File: config.mk
export PLATFORM = sky130hd
export DESIGN_NAME = quad_encoder_array
export DESIGN_NICKNAME = d
export VERILOG_FILES = /design/src/rtl/quad_enc_pkg.sv /design/src/rtl/quad_encoder_array_channel.sv /design/src/rtl/quad_encoder_array.sv
export SDC_FILE = /design/constraint.sdc
export NUM_CORES = 1
export LEC_CHECK = 0
export CORE_MARGIN = 5
export CORE_UTILIZATION = 25
export CTS_BUF_LIST = sky130_fd_sc_hd__clkbuf_8
export DETAILED_ROUTE_END_ITERATION = 8
export GPL_TIMING_DRIVEN = 0
export HOLD_SLACK_MARGIN = 0.15
export SYNTH_ARGS = -nofsm -noshare
export SYNTH_HDL_FRONTEND = slang
export SYNTH_SLANG_ARGS = --single-unit
export TNS_END_PERCENT = 50
File: constraint.sdc
create_clock -name clk -period 4.5 [get_ports clk]
set_clock_uncertainty 0.15 [all_clocks]
set_input_delay 1.35 -clock clk [delete_from_list [all_inputs] [get_ports clk]]
set_output_delay 1.35 -clock clk [all_outputs]
set_load 0.02 [all_outputs]
File: src/rtl/quad_enc_pkg.sv
// rtl/quad_enc_pkg.sv - shared constants and decode helper for the quadrature encoder array
//
// Purpose: register offsets, CTRL bit positions, step encodings and the Gray-code
//          transition decoder used by every encoder channel.
// Ports:   none (package).

package quad_enc_pkg;

  // Byte offsets inside a channel's 8-byte register window
  localparam logic [2:0] OFF_POS_L = 3'd0;
  localparam logic [2:0] OFF_POS_H = 3'd1;
  localparam logic [2:0] OFF_VEL_L = 3'd2;
  localparam logic [2:0] OFF_VEL_H = 3'd3;
  localparam logic [2:0] OFF_STAT  = 3'd4;
  localparam logic [2:0] OFF_CTRL  = 3'd5;

  // CTRL write bits
  localparam int CTRL_CLR_POS = 0;
  localparam int CTRL_CLR_ERR = 1;

  // Step encoding: a 2-bit two's complement value, so sign extension yields +1/0/-1
  localparam logic [1:0] STEP_NONE = 2'b00;
  localparam logic [1:0] STEP_FWD  = 2'b01;
  localparam logic [1:0] STEP_REV  = 2'b11;

  typedef struct packed {
    logic       illegal;
    logic [1:0] step;
  } dec_t;

  // Position of an {A,B} pair along the forward cycle 00->01->11->10
  function automatic logic [1:0] gray_pos(input logic [1:0] ab);
    logic [1:0] p;
    case (ab)
      2'b00:   p = 2'd0;
      2'b01:   p = 2'd1;
      2'b11:   p = 2'd2;
      default: p = 2'd3;
    endcase
    return p;
  endfunction

  // Modulo-4 distance between the two positions tells the transition type:
  // 1 = forward, 3 = reverse, 2 = both lines changed (illegal), 0 = idle.
  function automatic dec_t decode(input logic [1:0] prev_ab, input logic [1:0] cur_ab);
    dec_t       d;
    logic [1:0] diff;
    diff = gray_pos(cur_ab) - gray_pos(prev_ab);
    d.illegal = 1'b0;
    d.step    = STEP_NONE;
    case (diff)
      2'd1:    d.step    = STEP_FWD;
      2'd3:    d.step    = STEP_REV;
      2'd2:    d.illegal = 1'b1;
      default: d.step    = STEP_NONE;
    endcase
    return d;
  endfunction

endpackage

File: src/rtl/quad_encoder_array_channel.sv
// rtl/quad_encoder_array_channel.sv - one quadrature channel: sync, decode, position, velocity, error
//
// Purpose: decodes one A/B encoder pair into a signed wrapping position, a windowed saturating
//          velocity, a sticky illegal-transition flag and the last direction.
// Ports:
//   clk, rst          clock, synchronous active-high reset
//   a, b              asynchronous encoder phases
//   clr_pos, clr_err  one-cycle clear strobes from the register block
//   pos_ext, vel_ext  position / velocity sign-extended to 16 bits
//   err, dir          sticky illegal flag, direction of last step (1 = reverse)
//   sync_a, sync_b    synchronised phase levels

module quad_channel
  import quad_enc_pkg::*;
#(
  parameter int CNT_W       = 16,
  parameter int VEL_W       = 16,
  parameter int WIN_CYCLES  = 50000,
  parameter int SYNC_STAGES = 2
) (
  input  logic        clk,
  input  logic        rst,
  input  logic        a,
  input  logic        b,
  input  logic        clr_pos,
  input  logic        clr_err,
  output logic [15:0] pos_ext,
  output logic [15:0] vel_ext,
  output logic        err,
  output logic        dir,
  output logic        sync_a,
  output logic        sync_b
);

  localparam int WCNT_W = $clog2(WIN_CYCLES);
  // Two spare bits: one for the sign, one so a full window of steps cannot overflow
  localparam int ACC_W  = WCNT_W + 2;
  localparam logic [31:0] VMAX = (32'd1 << (VEL_W - 1)) - 32'd1;
  localparam logic [31:0] VMIN = ~VMAX;

  logic [SYNC_STAGES-1:0] sa_q;
  logic [SYNC_STAGES-1:0] sb_q;
  logic [1:0]             prev_ab;
  logic [1:0]             cur_ab;
  dec_t                   dec;
  logic [CNT_W-1:0]       pos;
  logic [CNT_W-1:0]       pos_step;
  logic [VEL_W-1:0]       vel;
  logic [VEL_W-1:0]       vel_sat;
  logic [WCNT_W-1:0]      wcnt;
  logic [ACC_W-1:0]       acc;
  logic [ACC_W-1:0]       acc_sum;
  logic [31:0]            sum32;
  logic                   win_end;

  assign cur_ab   = {sa_q[SYNC_STAGES-1], sb_q[SYNC_STAGES-1]};
  assign dec      = decode(prev_ab, cur_ab);
  assign pos_step = {{(CNT_W-2){dec.step[1]}}, dec.step};
  assign acc_sum  = acc + {{(ACC_W-2){dec.step[1]}}, dec.step};
  assign sum32    = {{(32-ACC_W){acc_sum[ACC_W-1]}}, acc_sum};
  assign win_end  = (wcnt == WCNT_W'(WIN_CYCLES - 1));

  assign sync_a = sa_q[SYNC_STAGES-1];
  assign sync_b = sb_q[SYNC_STAGES-1];

  // The closing window value already includes this cycle's step
  always_comb begin
    vel_sat = sum32[VEL_W-1:0];
    if ($signed(sum32) > $signed(VMAX)) begin
      vel_sat = VMAX[VEL_W-1:0];
    end else if ($signed(sum32) < $signed(VMIN)) begin
      vel_sat = VMIN[VEL_W-1:0];
    end
  end

  always_ff @(posedge clk) begin
    if (rst) begin
      sa_q    <= '0;
      sb_q    <= '0;
      prev_ab <= 2'b00;
      pos     <= '0;
      vel     <= '0;
      wcnt    <= '0;
      acc     <= '0;
      err     <= 1'b0;
      dir     <= 1'b0;
    end else begin
      sa_q    <= {sa_q[SYNC_STAGES-2:0], a};
      sb_q    <= {sb_q[SYNC_STAGES-2:0], b};
      prev_ab <= cur_ab;

      // A clear beats a coincident step; the step still reaches the velocity sum
      if (clr_pos) begin
        pos <= '0;
      end else begin
        pos <= pos + pos_step;
      end

      if (win_end) begin
        wcnt <= '0;
        acc  <= '0;
        vel  <= vel_sat;
      end else begin
        wcnt <= wcnt + 1'b1;
        acc  <= acc_sum;
      end

      // A new illegal transition outranks a coincident clear
      if (dec.illegal) begin
        err <= 1'b1;
      end else if (clr_err) begin
        err <= 1'b0;
      end

      if (dec.step != STEP_NONE) begin
        dir <= dec.step[1];
      end
    end
  end

  generate
    if (CNT_W < 16) begin : g_pos_sx
      assign pos_ext = {{(16-CNT_W){pos[CNT_W-1]}}, pos};
    end else begin : g_pos_full
      assign pos_ext = pos;
    end
    if (VEL_W < 16) begin : g_vel_sx
      assign vel_ext = {{(16-VEL_W){vel[VEL_W-1]}}, vel};
    end else begin : g_vel_full
      assign vel_ext = vel;
    end
  endgenerate

endmodule

File: src/rtl/quad_encoder_array.sv
// rtl/quad_encoder_array.sv - N-channel quadrature decoder with 8-bit peripheral bus registers
//
// Purpose: instantiates one quad_channel per encoder and maps them into an 8-byte-per-channel
//          register window; POS_L / VEL_L reads freeze the high byte so 16-bit values read
//          atomically as two bytes.
// Ports:
//   clk, rst              clock, synchronous active-high reset
//   addr, data_in         bus address / write data
//   cs, rd, wr            chip select, read strobe, write strobe
//   data_out              registered read data, 0 when not reading
//   A, B                  encoder phases, one bit per channel, asynchronous
//   irq                   OR of all sticky error flags, registered

module quad_encoder_array
  import quad_enc_pkg::*;
#(
  parameter int          N_CH        = 2,
  parameter int          CNT_W       = 16,
  parameter int          VEL_W       = 16,
  parameter int          WIN_CYCLES  = 50000,
  parameter int          SYNC_STAGES = 2,
  parameter logic [15:0] BASE_ADDR   = 16'h0000
) (
  input  logic            clk,
  input  logic            rst,
  input  logic [15:0]     addr,
  input  logic [7:0]      data_in,
  input  logic            cs,
  input  logic            rd,
  input  logic            wr,
  output logic [7:0]      data_out,
  input  logic [N_CH-1:0] A,
  input  logic [N_CH-1:0] B,
  output logic            irq
);

  localparam int WIN_BYTES = 8 * N_CH;

  logic [15:0]     pos_ext [N_CH];
  logic [15:0]     vel_ext [N_CH];
  logic [7:0]      shadow_p [N_CH];
  logic [7:0]      shadow_v [N_CH];
  logic [N_CH-1:0] err_v;
  logic [N_CH-1:0] dir_v;
  logic [N_CH-1:0] sa_v;
  logic [N_CH-1:0] sb_v;
  logic [N_CH-1:0] clr_pos_v;
  logic [N_CH-1:0] clr_err_v;

  logic [16:0] rel;
  logic        hit;
  logic [2:0]  sel_ch;
  logic [2:0]  sel_off;
  logic        rd_hit;
  logic        wr_ctrl;
  logic [7:0]  rd_data;
  logic        unused_data;

  // Bit 16 of the difference is the borrow, i.e. addr below the window
  assign rel     = {1'b0, addr} - {1'b0, BASE_ADDR};
  assign hit     = ~rel[16] && (rel < 17'(WIN_BYTES));
  assign sel_ch  = rel[5:3];
  assign sel_off = rel[2:0];

  assign rd_hit  = cs & rd & hit;
  // A combined read+write strobe is treated as a read only
  assign wr_ctrl = cs & wr & ~rd & hit & (sel_off == OFF_CTRL);

  assign unused_data = &{1'b0, data_in[7:2]};

  generate
    for (genvar c = 0; c < N_CH; c++) begin : g_ch
      assign clr_pos_v[c] = wr_ctrl & (sel_ch == 3'(c)) & data_in[CTRL_CLR_POS];
      assign clr_err_v[c] = wr_ctrl & (sel_ch == 3'(c)) & data_in[CTRL_CLR_ERR];

      quad_channel #(
        .CNT_W       (CNT_W),
        .VEL_W       (VEL_W),
        .WIN_CYCLES  (WIN_CYCLES),
        .SYNC_STAGES (SYNC_STAGES)
      ) u_ch (
        .clk     (clk),
        .rst     (rst),
        .a       (A[c]),
        .b       (B[c]),
        .clr_pos (clr_pos_v[c]),
        .clr_err (clr_err_v[c]),
        .pos_ext (pos_ext[c]),
        .vel_ext (vel_ext[c]),
        .err     (err_v[c]),
        .dir     (dir_v[c]),
        .sync_a  (sa_v[c]),
        .sync_b  (sb_v[c])
      );
    end
  endgenerate

  always_comb begin
    rd_data = 8'h00;
    for (int c = 0; c < N_CH; c++) begin
      if (sel_ch == 3'(c)) begin
        case (sel_off)
          OFF_POS_L: rd_data = pos_ext[c][7:0];
          OFF_POS_H: rd_data = shadow_p[c];
          OFF_VEL_L: rd_data = vel_ext[c][7:0];
          OFF_VEL_H: rd_data = shadow_v[c];
          OFF_STAT:  rd_data = {4'b0000, err_v[c], dir_v[c], sa_v[c], sb_v[c]};
          default:   rd_data = 8'h00;
        endcase
      end
    end
  end

  always_ff @(posedge clk) begin
    if (rst) begin
      data_out <= 8'h00;
      irq      <= 1'b0;
      for (int c = 0; c < N_CH; c++) begin
        shadow_p[c] <= 8'h00;
        shadow_v[c] <= 8'h00;
      end
    end else begin
      data_out <= rd_hit ? rd_data : 8'h00;
      irq      <= |err_v;
      // Low-byte reads freeze the matching high byte for the follow-up read
      for (int c = 0; c < N_CH; c++) begin
        if (rd_hit && (sel_ch == 3'(c)) && (sel_off == OFF_POS_L)) begin
          shadow_p[c] <= pos_ext[c][15:8];
        end
        if (rd_hit && (sel_ch == 3'(c)) && (sel_off == OFF_VEL_L)) begin
          shadow_v[c] <= vel_ext[c][15:8];
        end
      end
    end
  end

endmodule

==> reports/qor.txt, run 1 <==
average wire per standard cell - 14.90 um
Clock transition at path regs - 110 ps
YS warnings - 0
crit path kind - register to register
CTS tree - built
ys flop type - dfxtp_1
RSZ-0062 raised after global routing - no
Peak VDD IR - 0.1734 mV
sequential fraction of the synthesis area - 0.4148
Die Width - 208.9 um
Die Y-Extent - 208.9 um
worst skew pair latency - 490 ps
router iterations before antenna repair - 5
post-route ant nets - 0
GRT Util Overall - 0.1158
post-cts hold buffer count - 0
diode count - 0
Avg Synthesized Cell Area - 8.986 um^2
CP Max Fanout - 7
number of H-tree levels - 4
Switching Fraction - 0.3338
final setup vio count - 0
grt ovf - 0
data arrival time of the worst path - 4540 ps
status - finished clean
final WL - 25,470 um
P_leak - 4.206 nW
number of port buffers - 34
Layout Cells excl Fill - 1,709
via count - 8,254
Detail Placement HPWL - 18,950 um
Power per Cell Area - 332.8 nW/um^2
critical path capture point type - register
starting density of the core - 0.2542
layout cells sized above 1 - 0.1217
Rel. slew slack - 0.5181
Syn-to-layout area delta - 18.41%
GPL Wtd Cong - 0.8769
Psw - 0.001301 W
vias per cell - 4.830
vias in the first global route - 7,930
Post-synth ARST share - 0
Achievable Freq - 230.1 MHz
Worst Max-Slew Pin Slew - 722.8 ps
1st-iter DRT viols - 663
die area - 43,650 um^2
final hold viol count - 0
R2R depth - 19
clock power share - 0.299
first-pass GRT wire length - 41,750 um
cell taking the most area after synthesis - dfxtp_1
Final Max Tran Viols - 0
Post-Synth Simple-Gate Area - 0.2440
initial antenna violation count - 0
Worst Hold Path Cells - 1
adder and majority gate portion of the synthesized area - 0.02782
clock buffer depth - 2
Rows - 72
worst path required time - 4690 ps
mux cell area share after synthesis - 0.04047
count of max-cap constraint violations - 0
TritonCTS Buffers - 17
Final min period - 4345 ps
fin crit share - 0.9656
EDFF count, synth - 32
synth unique cells - 71
top post-synthesis cells by area - dfxtp_1 32%, edfxtp_1 9.7%, xnor2_1 6.1%
largest family of logic cells by synthesized area - simple AND/OR/NAND/NOR gates
Yosys top cell area share - 0.3177
largest net degree at the start of global routing - 22
clock root cell - clkbuf_8
Hold WC Path Type - register to register
hold_ws - 275.3 ps
Sink Count - 189
CORE AREA - 38,920 um^2
fin nets - 1,233
drt drc - 0
register bit total from synthesis - 189
Mapped Nets - 1,156
Post-Synth XOR/XNOR Area - 0.09700
Power Internal - 0.002597 W
Worst Setup Start Kind - register
Top Ports - 42
Mapped Area - 9893 um^2
Seq pwr share - 0.481
post-synthesis cell count - 1,101
Placed Cells - 1,653
share of power burned in combinational logic - 0.220
compound-gate portion of the synthesized area - 0.1327
==> final timing paths <==
| path | startpoint | to | slack, ps |
|---|---|---|---|
| max | g_ch[1].u_ch.sb_q[1]$_SDFF_PP0_ | g_ch[1].u_ch.vel_ext[8]$_SDFFE_PP0P_ | 150 |
| min | g_ch[0].u_ch.sb_q[0]$_SDFF_PP0_ | g_ch[0].u_ch.sb_q[1]$_SDFF_PP0_ | 280 |
| max reg2reg | g_ch[1].u_ch.sb_q[1]$_SDFF_PP0_ | g_ch[1].u_ch.vel_ext[8]$_SDFFE_PP0P_ | 150 |
| min reg2reg | g_ch[0].u_ch.sb_q[0]$_SDFF_PP0_ | g_ch[0].u_ch.sb_q[1]$_SDFF_PP0_ | 280 |
==> cells by family (layout without fill, tap and decap cells) <==
group | after synthesis | after routing
flops | 189 | 189
mux | 30 | 30
simple gates | 467 | 467
compound gates | 189 | 189
buf+inv | 101 | 191
xor+xnor | 103 | 103
fa+ha+maj | 22 | 22
==> stage by stage <==
step | setup TNS [ps] | worst slack [ps] | util | cell area [um^2] | power [W]
6_report | 0 | 154.8 | 0.3010 | 11720 | 0.003899
4_1_cts | 0 | 11.93 | 0.2969 | 11550 | 0.003914
3_3_place_gp | -31110 | -918.8 | 0.2801 | 10900 | 0.002678
3_5_place_dp | -32440 | -944.9 | 0.2801 | 10900 | 0.002687
2_1_floorplan | 0 | 62.97 | - | 9911 | 0.002477
5_1_grt | 0 | 4.013 | 0.3010 | 11720 | 0.004109
==> synthesized netlist by cell type, types with 6 or more instances <==
library cell	number
buf_2	9
edfxtp_1	32
mux2i_1	22
inv_1	29
a211oi_2	13
and3_1	17
clkbuf_1	55
a211oi_1	9
dfxtp_1	157
or3_1	16
o21ai_0	53
xnor2_1	69
and2_1	40
nor2_1	153
nor2b_1	12
nor3_1	44
nand3_1	37
or4_1	13
nand2_1	56
nand4_1	18
a22oi_1	12
a31oi_1	6
and4_1	6
xor2_1	30
ha_1	22
a21oi_1	39
o22ai_1	15
mux4_2	8
nor4_1	23
==> worst max-delay path, cell delays in order, from the launching register on <==
cell	delay [ps]
dfxtp_4	360
inv_1	50
ha_1	290
ha_2	180
xor3_2	430
nand2_2	80
buf_8	130
buf_8	130
buf_8	120
xnor2_1	120
ha_2	220
or4_4	580
nor4b_4	280
o31ai_4	130
nand3_1	120
a211o_1	190
nand3_4	120
a211oi_4	330
buf_6	180
a211oi_2	40
==> registers in the layout, indices dropped and copies added (netlist names) <==
register	count
g_ch.u_ch.wcnt	32
g_ch.u_ch.acc	36
shadow_p	16
g_ch.u_ch.dir	2
irq	1
g_ch.u_ch.sa_q	4
g_ch.u_ch.prev_ab	4
g_ch.u_ch.sb_q	4
shadow_v	16
g_ch.u_ch.vel_ext	32
g_ch.u_ch.pos_ext	32
g_ch.u_ch.err	2
data_out	8
==> layout make-up <==
| type | instances | area (um^2) |
|---|---|---|
| Fill cell | 4114 | 27200 |
| Multi-Input combinational cell | 811 | 5507 |
| Sequential cell | 189 | 4111 |
| Tap cell | 518 | 648.1 |
| Timing Repair Buffer | 59 | 548.0 |
| Buffer | 70 | 365.4 |
| Clock buffer | 17 | 234.0 |
| Clock inverter | 15 | 185.2 |
| Inverter | 30 | 116.4 |
==> power by group through the flow <==
stage / clock network (W) / registers (W) / logic [W]
after CTS: 0.00120 / 0.00187 / 0.000840
after global routing: 0.00127 / 0.00189 / 0.000948
after global placement: 0 / 0.00191 / 0.000769
final: 0.00117 / 0.00187 / 0.000859
after detailed placement: 0 / 0.00191 / 0.000777
after floorplan: 0 / 0.00189 / 0.000588
==> metal layers <==
| metal | GRT usage | vias to the layer above | wire, um |
|---|---|---|---|
| li1 | - | 4090 | - |
| met1 | 0.1628 | 3900 | 12350 |
| met2 | 0.1803 | 230 | 11320 |
| met3 | 0.02205 | 34 | 1314 |
| met4 | 0.03623 | 0 | 493 |
| met5 | 0 | - | 0 |
==> cells in the final DEF, fill, tap and decap left out, types with 8 or more instances in the layout <==
| cell | netlist | layout |
|---|---|---|
| mux4_2 | 8 | 8 |
| mux2i_1 | 22 | 22 |
| a22oi_1 | 12 | 12 |
| a211oi_1 | 9 | 9 |
| xnor2_1 | 69 | 68 |
| clkbuf_8 | 0 | 17 |
| or4_1 | 13 | 11 |
| nand2_1 | 56 | 54 |
| dfxtp_1 | 157 | 153 |
| xor2_1 | 30 | 30 |
| a21oi_1 | 39 | 38 |
| and2_1 | 40 | 40 |
| o22ai_1 | 15 | 14 |
| nand3_1 | 37 | 36 |
| o21ai_0 | 53 | 51 |
| ha_1 | 22 | 20 |
| clkdlybuf4s50_1 | 0 | 34 |
| buf_6 | 5 | 8 |
| nor3_1 | 44 | 44 |
| nand4_1 | 18 | 18 |
| nor2_1 | 153 | 152 |
| edfxtp_1 | 32 | 32 |
| nor4_1 | 23 | 20 |
| clkbuf_1 | 55 | 50 |
| inv_1 | 29 | 26 |
| nor2b_1 | 12 | 12 |
| and3_1 | 17 | 15 |
| a211oi_2 | 13 | 13 |
| or3_1 | 16 | 16 |
| buf_4 | 0 | 23 |
==> what timing repair did <==
item                                    CTS  global route
gates cloned                              1             0
resized for setup                        39            20
endpoints found under the setup margin   46            38
buffers inserted                          9            15
pin swaps                                11            13
Power figures use the tool's default switching activity.
==> run 2: changes to the inputs <==
--- a/config.mk
+++ b/config.mk
@@ -5,7 +5,7 @@
 export SDC_FILE = /design/constraint.sdc
 export NUM_CORES = 1
 export LEC_CHECK = 0
-export CORE_MARGIN = 5
+export CORE_MARGIN = 3
 export CORE_UTILIZATION = 25
 export CTS_BUF_LIST = sky130_fd_sc_hd__clkbuf_8
 export DETAILED_ROUTE_END_ITERATION = 8
==> run 2 against run 1 <==
Net effect:
- sequential cell count stayed put
- wire length decreased by 0.82%
- cell count decreased by 0.35%
==> reports/qor.txt, run 2 (synthesis gave the netlist of run 1 again) <==
Die Width - 204.9 um
status - finished clean
Placed Cells - 1,653
initial antenna violation count - 0
Final Max Tran Viols - 0
Sink Count - 189
largest net degree at the start of global routing - 20
Rows - 72
Syn-to-layout area delta - 17.21%
die area - 42,000 um^2
number of port buffers - 34
Layout Cells excl Fill - 1,703
Clock transition at path regs - 90 ps
critical path capture point type - register
starting density of the core - 0.2548
1st-iter DRT viols - 571
fillcell total - 4,026
worst skew pair latency - 460 ps
worst path required time - 4740 ps
CORE AREA - 38,830 um^2
post-route ant nets - 0
number of H-tree levels - 4
leading cell type in the layout, fill and taps excluded - dfxtp_1
vias per cell - 4.841
final hold viol count - 0
CTS tree - built
post-cts hold buffer count - 0
final setup margin - 148.6 ps
router iterations before antenna repair - 5
Top Ports - 42
fin crit share - 0.9670
via count - 8,244
crit path kind - register to register
clock buffer depth - 2
Layout Utilization - 0.2987
drt drc - 0
Setup TNS Final - 0 ps
Biggest register - g_ch.u_ch.acc
Achievable Freq - 229.8 MHz
TritonCTS Buffers - 17
Tot Pwr - 0.003771 W
Peak VDD IR - 0.1624 mV
Detail Placement HPWL - 18,720 um
fin nets - 1,228
Die Y-Extent - 204.9 um
GRT Util Overall - 0.1206
final setup vio count - 0
Final min period - 4351 ps
Rel. slew slack - 0.5068
clock root cell - clkbuf_8
diode count - 0
most frequent cells in the layout - 154 x dfxtp_1, 151 x nor2_1, 68 x xnor2_1, 54 x nand2_1, 51 x o21ai_0
P_leak - 4.168 nW
layout cells sized above 1 - 0.1105
average wire per standard cell - 14.83 um
Hold WC Path Type - register to register
CP Max Fanout - 19
Worst Setup Start Kind - register
GPL Wtd Cong - 0.8956
grt ovf - 0
first-pass GRT wire length - 41,120 um
Worst Max-Slew Pin Slew - 739.8 ps
final WL - 25,260 um
Power per Cell Area - 325.2 nW/um^2
Largest register FFs - 36
vias in the first global route - 7,909
DP Worst Slack - -947.1 ps
data arrival time of the worst path - 4590 ps
count of max-cap constraint violations - 0
## run 2: layout make-up
class                   instances  area (um^2)  share of cell area
clock buffers                  19        261.5             0.02255
flip-flops and latches        189         4108              0.3542
repair buffers                 54        501.7             0.04327
clock inverters                12        88.84            0.007661
inverters                      30        116.4             0.01003
plain buffers                  70        366.6             0.03161
multi-input cells             811         5505              0.4748
well taps                     518        648.1             0.05589
## run 2: power by group
part / switching (W) / total, W / leakage [nW] / internal (W)
sequential: 0.0000696 / 0.00187 / 1.60 / 0.00180
combinational: 0.000501 / 0.000867 / 2.37 / 0.000365
clock: 0.000578 / 0.00103 / 0.197 / 0.000452
## run 2: worst max-delay path: stages (launching register included)
cell	delay (ps)
dfxtp_2	390
inv_1	80
ha_1	300
ha_1	220
xor3_2	470
nand2_4	80
buf_8	160
buf_6	150
xnor2_1	130
ha_2	220
or4_4	520
nor4_4	220
nand2_1	80
o21ai_1	150
xnor2_2	150
o32ai_4	410
buf_4	210
nand2_1	50
a21oi_1	130
## run 2: what timing repair did
item | in CTS | in global routing
setup buffers | 8 | 9
endpoints found under the setup margin | 46 | 39
pin swaps | 10 | 14
resized for setup | 30 | 31
gates cloned | 1 | 2
## run 2: metal layers
layer | vias to the layer above | track usage | wire length (um)
met4 | 0 | 0.04271 | 591
met3 | 41 | 0.01955 | 1446
met2 | 261 | 0.1916 | 11270
li1 | 4072 | - | -
met1 | 3870 | 0.1659 | 11960
met5 | - | 0 | 0
## run 2: stage by stage
step	hold WS, ps	cell area (um^2)
6_report	295.3	11600
5_1_grt	311.7	11600
4_1_cts	297.8	11420
3_5_place_dp	276.5	10900
3_3_place_gp	274.1	10900
2_1_floorplan	263.2	9911
## run 2: path summary, 6_finish.rpt
check                                                      from                              endpoint  slack (ps)  depth (start not counted)
worst max-delay path            g_ch[0].u_ch.sb_q[1]$_SDFF_PP0_  g_ch[0].u_ch.vel_ext[2]$_SDFFE_PP0P_         150                         18
worst min-delay path            g_ch[0].u_ch.sa_q[0]$_SDFF_PP0_       g_ch[0].u_ch.sa_q[1]$_SDFF_PP0_         300                          1
worst max register to register  g_ch[0].u_ch.sb_q[1]$_SDFF_PP0_  g_ch[0].u_ch.vel_ext[2]$_SDFFE_PP0P_         150                         18
worst min register to register  g_ch[0].u_ch.sa_q[0]$_SDFF_PP0_       g_ch[0].u_ch.sa_q[1]$_SDFF_PP0_         300                          1
==> run 3: changes to the inputs <==
--- a/config.mk
+++ b/config.mk
@@ -14,4 +14,3 @@
 export SYNTH_ARGS = -nofsm -noshare
 export SYNTH_HDL_FRONTEND = slang
 export SYNTH_SLANG_ARGS = --single-unit
-export TNS_END_PERCENT = 50
==> constraint.sdc (replaced) <==
create_clock -name clk -period 5.1 [get_ports clk]
set_clock_uncertainty 0.15 [all_clocks]
set_input_delay 1.53 -clock clk [delete_from_list [all_inputs] [get_ports clk]]
set_output_delay 1.53 -clock clk [all_outputs]
set_load 0.02 [all_outputs]
==> run 3 against run 2 <==
Net effect:
- non-clock buffer count decreased by 14
- global-route usage decreased by 0.15 points
- critical endpoint is now g_ch[0].u_ch.vel_ext[11]$_SDFFE_PP0P_
- first-iteration DRC count increased by 5.1%
- largest power group unchanged
==> reports/qor.txt, run 3 (synthesis gave the netlist of run 1 again) <==
status - finished clean
Die Width - 204.9 um
Setup TNS Final - 0 ps
Final Max Tran Viols - 0
Rel. slew slack - 0.2038
first-pass GRT wire length - 40,500 um
GPL Wtd Cong - 0.8800
Sink Count - 189
number of port buffers - 34
RSZ-0062 raised after global routing - no
Die Y-Extent - 204.9 um
delay of the slowest cell on the worst path - 580 ps
count of max-cap constraint violations - 0
drt drc - 0
worst path required time - 5350 ps
CP max-delay cell - or4_1
worst skew pair latency - 480 ps
Worst Setup Start Kind - register
router iterations before antenna repair - 5
placed inst area - 10,880 um^2
clock buffer depth - 2
via count - 8,207
Detail Placement HPWL - 18,620 um
die area - 42,000 um^2
Top Ports - 42
final setup margin - 245.5 ps
layout cells sized above 1 - 0.09215
post-route ant nets - 0
GRT Util Overall - 0.1191
Achievable Freq - 206.0 MHz
1st-iter DRT viols - 600
starting density of the core - 0.2548
final hold viol count - 0
crit path kind - register to register
fin nets - 1,214
Hold WC Path Type - register to register
fin crit share - 0.9519
largest net degree at the start of global routing - 17
Final min period - 4855 ps
Syn-to-layout area delta - 16.14%
Largest register FFs - 36
Layout Utilization - 0.2959
most frequent cells in the layout - 155 x dfxtp_1, 153 x nor2_1, 68 x xnor2_1, 55 x nand2_1, 53 x o21ai_0
R2R Setup Slk - 250 ps
Worst Max-Slew Pin Slew - 1183 ps
final WL - 24,970 um
fin area - 11,490 um^2
Clock transition at path regs - 100 ps
Rows - 72
leading cell type in the layout, fill and taps excluded - dfxtp_1
CORE AREA - 38,830 um^2
critical path capture point type - register
TritonCTS Buffers - 17
CTS tree - built
final setup vio count - 0
CP cell instances - inv_1 -> ha_1 -> nor2_1 -> xor3_2 -> nand2_4 -> clkbuf_4 -> clkbuf_4 -> buf_4 -> xnor2_1 -> ha_1 -> or4_1 -> nor4_4 -> nand2_1 -> o21ai_0 -> xnor2_2 -> o32ai_4 -> buf_6 -> nand2_1 -> a21oi_1
Peak VDD IR - 0.1607 mV
data arrival time of the worst path - 5110 ps
diode count - 0
vias in the first global route - 7,818
DP Worst Slack - -839.2 ps
clock root cell - clkbuf_8
CP Max Fanout - 10
average wire per standard cell - 14.77 um
number of H-tree levels - 4
vias per cell - 4.856
grt ovf - 0
P_leak - 4.115 nW
Power per Cell Area - 308.3 nW/um^2
Biggest register - g_ch.u_ch.acc
initial antenna violation count - 0
[run 3: changes by cell type in the layout (fill, tap and decap cells not counted), moves of 3 or more]
cell,before,now
buf_4,18,7
buf_6,9,5
buf_8,3,0
bufinv_16,1,5
clkbuf_4,1,4
ha_1,18,21
ha_2,4,1
inv_1,33,30
[run 3: per-layer routing]
metal	up-vias	part of all wire	global-route usage
met1	3865	0.48	0.1648
li1	4054	-	-
met3	54	0.051	0.01843
met5	-	0	0
met4	0	0.025	0.04638
met2	234	0.44	0.1867
[run 3: path summary, 6_finish.rpt]
check / startpoint / endpoint / depth (start not counted)
worst min-delay path: g_ch[1].u_ch.sb_q[0]$_SDFF_PP0_ / g_ch[1].u_ch.sb_q[1]$_SDFF_PP0_ / 1
worst min register to register: g_ch[1].u_ch.sb_q[0]$_SDFF_PP0_ / g_ch[1].u_ch.sb_q[1]$_SDFF_PP0_ / 1
worst max-delay path: g_ch[0].u_ch.sb_q[1]$_SDFF_PP0_ / g_ch[0].u_ch.vel_ext[11]$_SDFFE_PP0P_ / 19
worst max register to register: g_ch[0].u_ch.sb_q[1]$_SDFF_PP0_ / g_ch[0].u_ch.vel_ext[11]$_SDFFE_PP0P_ / 19
[run 3: where the power goes]
| group | switching [W] | total, W | leakage (nW) | internal, W |
|---|---|---|---|---|
| Sequential | 0.0000614 | 0.00165 | 1.60 | 0.00159 |
| Clock | 0.000537 | 0.00117 | 0.241 | 0.000635 |
| Combinational | 0.000427 | 0.000716 | 2.27 | 0.000289 |
[run 3: layout make-up]
| cell class | instances | area, um^2 |
|---|---|---|
| plain buffers | 71 | 335.3 |
| clock buffers | 21 | 289.0 |
| clock inverters | 11 | 190.2 |
| fillers | 4061 | 27340 |
| inverters | 30 | 112.6 |
| multi-input cells | 811 | 5430 |
| flip-flops and latches | 189 | 4106 |
| well taps | 518 | 648.1 |
| repair buffers | 39 | 377.9 |
[run 3: metrics by stage]
step           total power (W)  hold WS (ps)  cells
6_report              0.003542         290.4   1690
4_1_cts               0.003556         297.4   1687
5_1_grt               0.003713         305.0   1690
2_1_floorplan         0.002183         263.2   1101
3_5_place_dp          0.002369         275.5   1653
3_3_place_gp          0.002361         270.9   1653
[run 3: timing repair]
action / CTS / global route
setup endpoints to repair: 40 / 30
hold buffers: 0 / 0
setup buffers: 2 / 3
endpoints found under the hold margin: 0 / 0
gates resized for setup: 16 / 13
pin swaps: 2 / 5
[run 3: worst max-delay path, delay by kind of cell (launching register included)]
kind	cells	cell delay [ps]
fa+ha+maj	2	460
flops	1	430
compound gates	3	650
xor+xnor	3	720
buf+inv	5	980
simple gates	6	1390
